==> src/rtl/pipe_chain_pkg.sv <==
`default_nettype none
// +--------------------------------------------------------------------+
// | pipe_chain_pkg: fetch-to-decode link defaults and width helper     |
// | Revision: 1.0                                                      |
// +--------------------------------------------------------------------+
package pipe_chain_pkg;

  localparam int PC_WIDTH = 32;
  localparam int PC_DEPTH = 2;

  // Bits needed to hold values 0..n-1, never less than one.
  function automatic int clog2w(input int n);
    int r;
    r = 0;
    for (int i = 0; i < 32; i++) begin
      if ((1 << r) < n) r = r + 1;
    end
    return (r < 1) ? 1 : r;
  endfunction

endpackage
`default_nettype wire

==> src/rtl/pipe_chain_stage.sv <==
`default_nettype none
// +--------------------------------------------------------------------+
// | pipe_stage: one elastic register with valid/ready and flush        |
// | Revision: 1.0                                                      |
// +--------------------------------------------------------------------+
module pipe_stage #(
  parameter int WIDTH = 32
) (
  input  logic             clock,
  input  logic             reset,
  input  logic             flush,
  input  logic             in_valid,
  output logic             in_ready,
  input  logic [WIDTH-1:0] in_bits,
  output logic             out_valid,
  input  logic             out_ready,
  output logic [WIDTH-1:0] out_bits
);

  logic             valid;
  logic [WIDTH-1:0] data;

  // Empty or draining this cycle: either way the register may be overwritten.
  assign in_ready  = !valid | out_ready;
  assign out_valid = valid;
  assign out_bits  = data;

  always_ff @(posedge clock) begin
    if (reset) begin
      valid <= 1'b0;
      data  <= '0;
    end else if (flush) begin
      valid <= 1'b0;
    end else if (in_ready) begin
      valid <= in_valid;
      if (in_valid) data <= in_bits;
    end
  end

endmodule
`default_nettype wire

==> src/rtl/pipe_chain.sv <==
`default_nettype none
// +--------------------------------------------------------------------+
// | pipe_chain: DEPTH elastic stages with flush and occupancy count    |
// | Revision: 1.0                                                      |
// +--------------------------------------------------------------------+
module pipe_chain
  import pipe_chain_pkg::*;
#(
  parameter int WIDTH = PC_WIDTH,
  parameter int DEPTH = PC_DEPTH,
  parameter int CW    = clog2w(DEPTH + 1)
) (
  input  logic             clock,
  input  logic             reset,
  input  logic             io_in_valid,
  output logic             io_in_ready,
  input  logic [WIDTH-1:0] io_in_bits,
  output logic             io_out_valid,
  input  logic             io_out_ready,
  output logic [WIDTH-1:0] io_out_bits,
  input  logic             io_flush,
  output logic [CW-1:0]    io_count
);

  logic [DEPTH:0]   rdy;
  logic [DEPTH-1:0] v;
  logic [WIDTH-1:0] d [DEPTH];
  logic             accept_in;
  logic             accept_out;

  assign rdy[DEPTH] = io_out_ready;

  generate
    for (genvar k = 0; k < DEPTH; k++) begin : g_stage
      logic             stage_in_valid;
      logic [WIDTH-1:0] stage_in_bits;

      if (k == 0) begin : g_head
        assign stage_in_valid = io_in_valid & !io_flush;
        assign stage_in_bits  = io_in_bits;
      end else begin : g_body
        assign stage_in_valid = v[k-1];
        assign stage_in_bits  = d[k-1];
      end

      pipe_stage #(
        .WIDTH(WIDTH)
      ) u_stage (
        .clock    (clock),
        .reset    (reset),
        .flush    (io_flush),
        .in_valid (stage_in_valid),
        .in_ready (rdy[k]),
        .in_bits  (stage_in_bits),
        .out_valid(v[k]),
        .out_ready(rdy[k+1]),
        .out_bits (d[k])
      );
    end
  endgenerate

  assign io_in_ready  = rdy[0] & !io_flush;
  assign io_out_valid = v[DEPTH-1] & !io_flush;
  assign io_out_bits  = d[DEPTH-1];

  assign accept_in  = io_in_valid & io_in_ready;
  assign accept_out = io_out_valid & io_out_ready;

  always_ff @(posedge clock) begin
    if (reset || io_flush) begin
      io_count <= '0;
    end else if (accept_in && !accept_out) begin
      io_count <= io_count + CW'(1);
    end else if (!accept_in && accept_out) begin
      io_count <= io_count - CW'(1);
    end
  end

endmodule
`default_nettype wire

==> config.mk <==
export PLATFORM = sky130hd
export DESIGN_NAME = pipe_chain
export DESIGN_NICKNAME = d
export VERILOG_FILES = /design/src/rtl/pipe_chain_pkg.sv /design/src/rtl/pipe_chain_stage.sv /design/src/rtl/pipe_chain.sv
export SDC_FILE = /design/constraint.sdc
export NUM_CORES = 1
export LEC_CHECK = 0
export ABC_AREA = 0
export CAP_MARGIN = 5
export CORE_UTILIZATION = 44
export CTS_CLUSTER_SIZE = 30
export DETAILED_ROUTE_END_ITERATION = 16
export PLACE_DENSITY = 0.76
export REMOVE_ABC_BUFFERS = 1
export SYNTH_ARGS = -nofsm -noshare
export SYNTH_HDL_FRONTEND = slang
export SYNTH_SLANG_ARGS = --single-unit
export TNS_END_PERCENT = 100
==> constraint.sdc <==
create_clock -name clock -period 1.8 [get_ports clock]
set_input_delay 0.36 -clock clock [delete_from_list [all_inputs] [get_ports clock]]
set_output_delay 0.36 -clock clock [all_outputs]
set_load 0.01 [all_outputs]
# Yosys cells after proc, flatten, opt, wreduce, memory -nomap -nowiden
# Cells that the tools add are included.
dict set report word_totals {
  reg_bits 68
  latchBits 0
  mem_bits_rw 0
  rom_bits 0
  in_bits 37
  output_inout_bits 36
  elab_cells 29
  mem_count 0
}
dict set report classes {
  add_sub_neg 2
  mul 0
  div 0
  order_cmp 0
  eq_ne 0
  n_shift 0
  muxes 2
  n_bitwise 8
  reduce_logical 12
}
# cell count
set ops {}
lappend ops {{AND reduction 3 bit} 2}
lappend ops {{AND 1 bit} 5}
lappend ops {{logical NOT 1 bit} 5}
lappend ops {{2-to-1 mux 2 bit} 2}
lappend ops {{adder 2 x 1 -> 2 bit, second input constant} 1}
lappend ops {{logical AND 1 bit} 2}
lappend ops {{OR 1 bit} 2}
lappend ops {{nonzero test 2 bit} 1}
lappend ops {{OR reduction 2 bit} 1}
lappend ops {{subtractor 2 x 1 -> 2 bit, second input constant} 1}
lappend ops {{logical OR 1 bit} 1}
lappend ops {{NOT 1 bit} 1}

# Longest topological paths before layout
dict set report depth {
  depth_word 9
  mapped_depth 8
}

# Modules after synthesis
# Synthesis repeated with hierarchy kept, for this count alone.
dict set report hier_totals {
  hier_cells 304
  area_unflattened_um2 3160.5
}
# module instances cells_per_inst area_each_um2 seq_area_each_um2
set modules_own_cells {}
lappend modules_own_cells {pipe_stage 2 145 1519.0 660.6}
lappend modules_own_cells {pipe_chain 1 14 122.6 40.0}

# Worst setup path before layout
# OpenSTA, ideal clock, no wires.
dict set report synth_timing {
  path_kind {reg2reg}
  start {register g_stage[1].u_stage.valid}
  end {register io_count[1]}
  setup_time_ns 0.070
  arrival_ns 1.766
  required_time_ns 1.730
  setup_slack_ns -0.036
  path_stages_with_launch 8
  n_path_buf 2
  cell_sequence {dfxtp_1 nor2b_1 buf_6 a21oi_4 buf_12 ha_1 or3_1 a21boi_1}
}
dict set report synth_via {
  elab_chain_len 8
  word_cells_on_any_way 13
}
# element line_no
set synth_rtl {}
lappend synth_rtl {{from (decl)} pipe_chain_stage.sv:20} ;# logic valid;
lappend synth_rtl {{from (signal assigned)} pipe_chain_stage.sv:35} ;# valid <= in_valid;
lappend synth_rtl {{logical NOT 1 bit} pipe_chain_stage.sv:24} ;# assign in_ready = !valid | out_ready;
lappend synth_rtl {{OR 1 bit (2 in series)} pipe_chain_stage.sv:24}
lappend synth_rtl {{AND 1 bit} pipe_chain.sv:62} ;# assign io_in_ready = rdy[0] & !io_flush;
lappend synth_rtl {{AND 1 bit} pipe_chain.sv:66} ;# assign accept_in = io_in_valid & io_in_ready;
lappend synth_rtl {{logical NOT 1 bit} pipe_chain.sv:74} ;# end else if (!accept_in && accept_out) begin
lappend synth_rtl {{logical AND 1 bit} pipe_chain.sv:74}
lappend synth_rtl {{nonzero test 2 bit (no source line)} --}
lappend synth_rtl {{to (signal assigned)} pipe_chain.sv:73} ;# io_count <= io_count + CW'(1);
lappend synth_rtl {{to (signal assigned)} pipe_chain.sv:75} ;# io_count <= io_count - CW'(1);
lappend synth_rtl {{to (decl)} pipe_chain.sv:22} ;# output logic [CW-1:0] io_count
# Several ways; a longest one is shown, not always the timed one.
# A chain may end at the register's enable or synchronous reset.

# Final worst setup path
dict set report layout_timing {
  start {input io_flush}
  end {register io_count[1]}
}
dict set report layout_via {
  elab_chain_len 6
  word_cells_on_any_way 12
}
# element line_no
set layout_rtl {}
lappend layout_rtl {{from (decl)} pipe_chain.sv:21} ;# input logic io_flush,
lappend layout_rtl {{logical NOT 1 bit} {pipe_chain.sv:62, pipe_chain.sv:63}}
lappend layout_rtl {{AND 1 bit, on equally long branches} {pipe_chain.sv:63, pipe_chain.sv:62}}
lappend layout_rtl {{AND 1 bit, on equally long branches} {pipe_chain.sv:67, pipe_chain.sv:66}}
lappend layout_rtl {{logical NOT 1 bit, on equally long branches} {pipe_chain.sv:72, pipe_chain.sv:74}}
lappend layout_rtl {{logical AND 1 bit, on equally long branches} {pipe_chain.sv:72, pipe_chain.sv:74}}
lappend layout_rtl {{2-to-1 mux 2 bit or nonzero test 2 bit (tied branches)} --}
# Several ways; a longest one is shown, not always the timed one.

==> impl_metrics.toml <==
[layout]
drive_gt1_share_pct = 8.40
multiInputGateArea_um2 = 1350
fillCellCount = 526
area_delta_synth_final_pct = 34.2
diodes = 0
instances_no_fill = 458
layout.area.seq_um2 = 1360
nNetsFinal = 414

[floorplanning]
die_area_um2 = 6880
die_height_um = 83.0
fp-row-count = 29
ios = 73
core-area_um2 = 6350
initial_core_util_pct = 45.4
fp.dieW_um = 83.0

[clock_network]
cts_tree = "built"
clk_pin_slew_ns = 0.07
cts_hold_buf = 0
htree_levels = 3
clock_sinks = 68
insertion_delay_ns = 0.34
ctsLongestPathBuffers = 2
cts_made_buffers = 9
clock-root-buffer = "clkbuf_8"

[synthesis]
synth_top_area_share_pct = 47.2
synthCells = 308
synth_seq_cells = 68
yosysUniqueCellTypes = 23
synthTopCellsByArea = "dfxtp_1 (47%), nand2b_1 (14%), mux2i_1 (11%), a21oi_1 (5.9%), nand3_1 (5.6%)"
yosys_warnings = 0
synth_area_um2 = 2880
avgSynthCellArea_um2 = 9.36
ys_seq_area_share_pct = 47.2
synth_area_leader_cell = "dfxtp_1"

[grt]
grt_max_degree = 100
gr-usage-all-layers_pct = 18.6
grt.overflow.total = 0
antenna_found_initial = 0
grt_first_pass_wirelength_mm = 10.3
grt_pass1_vias = 2223

[critical_path]
required_ns = 2.07
cp-start-kind = "primary input"
arrival_ns = 1.96
end_kind = "flop"
critPathKind = "in -> reg"
cp_max_fo = 5

[placement]
post-place-ws_ns = -0.263
port_buffers = 72
routabilityCongestion = 0.702
place_hpwl_mm = 3.84
dp.cells = 442

[routing]
drcViolationCount = 0
drt-total-wl_mm = 6.14
drt-wirelength-per-cell_um = 13.4
firstDrtPassIters = 4
ant_nets = 0
vias = 2351
via_per_inst = 5.13
drt_iter0_drc = 126

[sta]
setup_violations = 0
finalMaxSlewViolations = 0
min_period_ns = 1.68
final.setup_skew_ns = 0.00791
finalHoldViolCount = 0
fin_ws_ns = 0.118
fin_crit_sh_pct = 93.5
tightest_slew_ns = 0.327
slew_headroom_pct = 78.2
rsz0062_at_grt = "false"
fmax_mhz = 594

[pwr]
vdd_ir_drop_max_v = 0.000557
p_leak_nw = 1.37
p_per_area_nw_per_um2 = 831

[job]
maxCapViolCount = 0

[outcome]
status = "completed"

[worst_hold_path]
min_path_type = "reg -> reg"
stage by stage:
stage               setup TNS [ns]  power, mW  cell area [um2]  utilization, %  hold slack (ns)
floorplan                   -35.71       1.73             2700               -            0.429
global placement             -2.79       1.89             3660            57.6            0.448
detailed placement           -3.81       1.90             3660            57.6            0.461
CTS                              0       3.25             3870            61.0            0.470
global route                     0       3.36             3870            61.0            0.484
finish                           0       3.22             3870            61.0            0.467
flip-flops by register name (all words and copies together) (netlist names):
register,count
g_stage.u_stage.out_bits,64
g_stage.u_stage.out_valid,2
io_count,2
path summary, 6_finish.rpt:
| check | startpoint | endpoint | slack, ns | cells past startpoint |
|---|---|---|---|---|
| worst max register to register | g_stage[1].u_stage.out_valid | io_count[1] | 0.28 | 5 |
| worst min-delay path | g_stage[0].u_stage.out_bits[21] | g_stage[1].u_stage.out_bits[21] | 0.47 | 2 |
| worst max-delay path | io_flush | io_count[1] | 0.12 | 6 |
| worst min register to register | g_stage[0].u_stage.out_bits[21] | g_stage[1].u_stage.out_bits[21] | 0.47 | 2 |
critical path, stage by stage:
cell             delay (ns)
clkdlybuf4s50_1        0.54
nand2b_1               0.18
a21oi_4                0.04
ha_1                   0.31
or3_1                  0.38
a21boi_1               0.14
power breakdown:
part | switching, mW | internal, mW | total [mW]
clock network | 0.547 | 0.811 | 1.36
registers | 0.0236 | 1.55 | 1.57
logic | 0.120 | 0.167 | 0.287
total | 0.691 | 2.53 | 3.22
final cells by class:
cell class,count,area share [%]
flip-flops and latches,68,35.2
multi-input cells,212,34.9
clock buffers,11,3.65
well taps,77,2.49
repair buffers,85,21.9
clock inverters,5,1.94
metal layers:
metal | part of all wire [%] | routed length [um] | GRT usage (%)
met2 | 48 | 2930 | 29.3
met4 | 1.4 | 89 | 8.93
met1 | 47 | 2890 | 24.2
met3 | 3.8 | 232 | 3.88
met5 | 0 | 0 | 0
placed cells by master, fill, tap and decap left out:
master,Yosys,layout
a21boi_1,1,1
a21oi_1,34,34
a21oi_4,1,1
buf_12,3,3
buf_2,8,1
buf_4,3,10
bufinv_16,0,2
clkbuf_1,13,1
clkbuf_8,0,10
clkdlybuf4s50_1,0,68
clkinv_2,0,3
dfxtp_1,68,68
dlygate4sd2_1,0,3
ha_1,1,1
mux2i_1,32,32
nand2_1,1,1
nand2b_1,66,66
nand3_1,32,32
nor2_1,1,1
nor2b_1,3,1
nor2b_2,0,1
nor2b_4,0,1
nor3_1,2,2
o21a_1,1,1
o21ai_0,3,3
o21ai_1,30,30
or2b_1,1,1
or3_1,1,1
xor2_1,2,2
cell families (layout without fill, tap and decap cells):
kind of cell | after synthesis | in the layout | share of synthesized area [%]
buffers and inverters | 28 | 101 | 6.33
AOI/OAI and AO/OA | 70 | 70 | 12.7
and+or+nand+nor | 107 | 107 | 21.6
muxes | 32 | 32 | 11.1
DFF | 68 | 68 | 47.2
xor gates and xnor gates | 2 | 2 | 0.607
adders and majority gates | 1 | 1 | 0.434
cells in the mapped netlist, drive strengths merged:
cell type / number
a21boi: 1
a21oi: 35
buf: 15
clkbuf: 13
dfxtp: 68
ha: 1
mux2i: 32
nand2: 1
nand2b: 66
nand3: 32
nor2: 1
nor2b: 3
nor3: 2
o21a: 1
o21ai: 33
or2b: 1
or3: 1
xor2: 2
what timing repair did:
action | CTS | global route
gates resized for setup | 3 | 0
setup endpoints to repair | 2 | 0
endpoints found under the hold margin | 0 | 0
buffers inserted | 0 | 0
Power figures use the tool's default switching activity.
==> edit: new RTL, same flow settings <==
Set the package constant `PC_DEPTH` to 1 (it was 2).
--- a/src/rtl/pipe_chain_pkg.sv
+++ b/src/rtl/pipe_chain_pkg.sv
@@ -6,7 +6,7 @@
 package pipe_chain_pkg;
 
   localparam int PC_WIDTH = 32;
-  localparam int PC_DEPTH = 2;
+  localparam int PC_DEPTH = 1;
 
   // Bits needed to hold values 0..n-1, never less than one.
   function automatic int clog2w(input int n);
Interface: changed (resized io_count); port bits go from 73 to 72. The function was not compared with the original's and may differ.
==> edit against the original RTL <==
Worst hold slack improved by 0.0099 ns. Critical endpoint is now io_in_ready. Utilization rose by 9.0 points. Highest routed layer unchanged. Power fell by 51%. Clock skew fell by 0.0047 ns. Clock power fell by 68%. Area after synthesis fell by 45%. Sequential cell count fell by 34. Critical path type is now input port to output pin. First-iteration DRC count fell by 71%. Design area fell by 39%. Setup slack improved by 0.039 ns. Routed wire length fell by 49%. Global-route usage fell by 0.63 points.
==> edit: results (changes against the original RTL) <==
{| class="wikitable"
! Metric !! Value
|-
| Run status || completed
|-
| Root buf cell || clkbuf_4
|-
| Met3 Wirelength || 338 um (+46%)
|-
| Global Route met3 Usage || 0.104 (+0.0648)
|-
| Number of vias after detailed routing || 1255 (-47%)
|-
| Via count of the first global-routing pass || 1187 (-47%)
|-
| Top post-synthesis cells by area || dfxtp_1, nand2b_1, mux2i_1, buf_12, clkbuf_1
|-
| Pleak || 0.889 nW (-35%)
|-
| Source of the worst register-to-register timing path || g_stage[0].u_stage.out_valid
|-
| Maximum clock skew at final layout || 0.00325 ns (-0.00466 ns)
|-
| Layout Cells excl Fill || 272 (-41%)
|-
| Std-Cell Core Area || 0.00339 sq mm (-47%)
|-
| Fraction of standard cell area in multi-input logic || 0.341 (-0.00802)
|-
| Number of distinct library cells after synthesis || 13 (-43%)
|-
| Register area || 681 sq um (-50%)
|-
| Hold path startpoint || g_stage[0].u_stage.out_bits[27]
|-
| Depth of the CTS H-tree || 2 (-1)
|-
| Share of final layout cell area taken by non-clock buffers || 0.323 (+0.104)
|-
| Routability cong. || 0.659 (-6.1%)
|-
| Seq/Total Area, Yosys || 0.431 (-0.0413)
|-
| Post-cts sizing count || 2 (-1)
|-
| Synthesized-area fraction occupied by adder cells || 0 (-0.00434)
|-
| Sequential cell count || 34 (-50%)
|-
| Fillers || 256 (-51%)
|-
| Largest net degree at the start of global routing || 49 (-51%)
|-
| Peak supply drop || 534 uV (-4.2%)
|-
| Mux share of post-synthesis cell area || 0.215 (+0.104)
|-
| Complex-gate fraction of the synthesized area || 0.00475 (-0.122)
|-
| Number of buffers inserted during clock tree synthesis || 5 (-4)
|-
| Pre-CTS setup slack || -0.118 ns (+0.145 ns)
|-
| Internal power || 1.19 mW (-53%)
|-
| Worst hold path endpoint || g_stage[0].u_stage.out_bits[27]
|-
| Number of placed instances with taps included || 264 (-40%)
|-
| Number of combinational gates with multiple inputs || 107 (-50%)
|-
| Count of non-CTS buffers in the layout || 77 (-9.4%)
|-
| Xor-xnor portion of the synthesized cell area || 0 (-0.00607)
|}
-- edit: cell count changes after synthesis, moves of 3 or more --
cell,unedited run,this run
a21oi_1,34,0
buf_2,8,0
buf_4,3,0
clkbuf_1,13,7
dfxtp_1,68,34
nand3_1,32,0
o21ai_0,3,0
o21ai_1,30,0
-- edit: worst max path at each step --
| stage | from | endpoint | slack (ns) | cells after the start |
|---|---|---|---|---|
| after floorplan | g_stage[0].u_stage.out_valid | g_stage[0].u_stage.out_bits[0] | -0.83 | 3 |
| after global placement | io_out_ready | io_in_ready | -0.1 | 4 |
| after detailed placement | io_out_ready | io_in_ready | -0.12 | 4 |
| after CTS | io_out_ready | io_in_ready | 0.16 | 4 |
| after global routing | io_out_ready | io_in_ready | 0.08 | 4 |
| final | io_out_ready | io_in_ready | 0.16 | 4 |
-- edit: worst min-delay path: stages, from the launching register on --
cell	delay [ns]
dfxtp_1	0.33
nand2b_1	0.06
mux2i_1	0.05
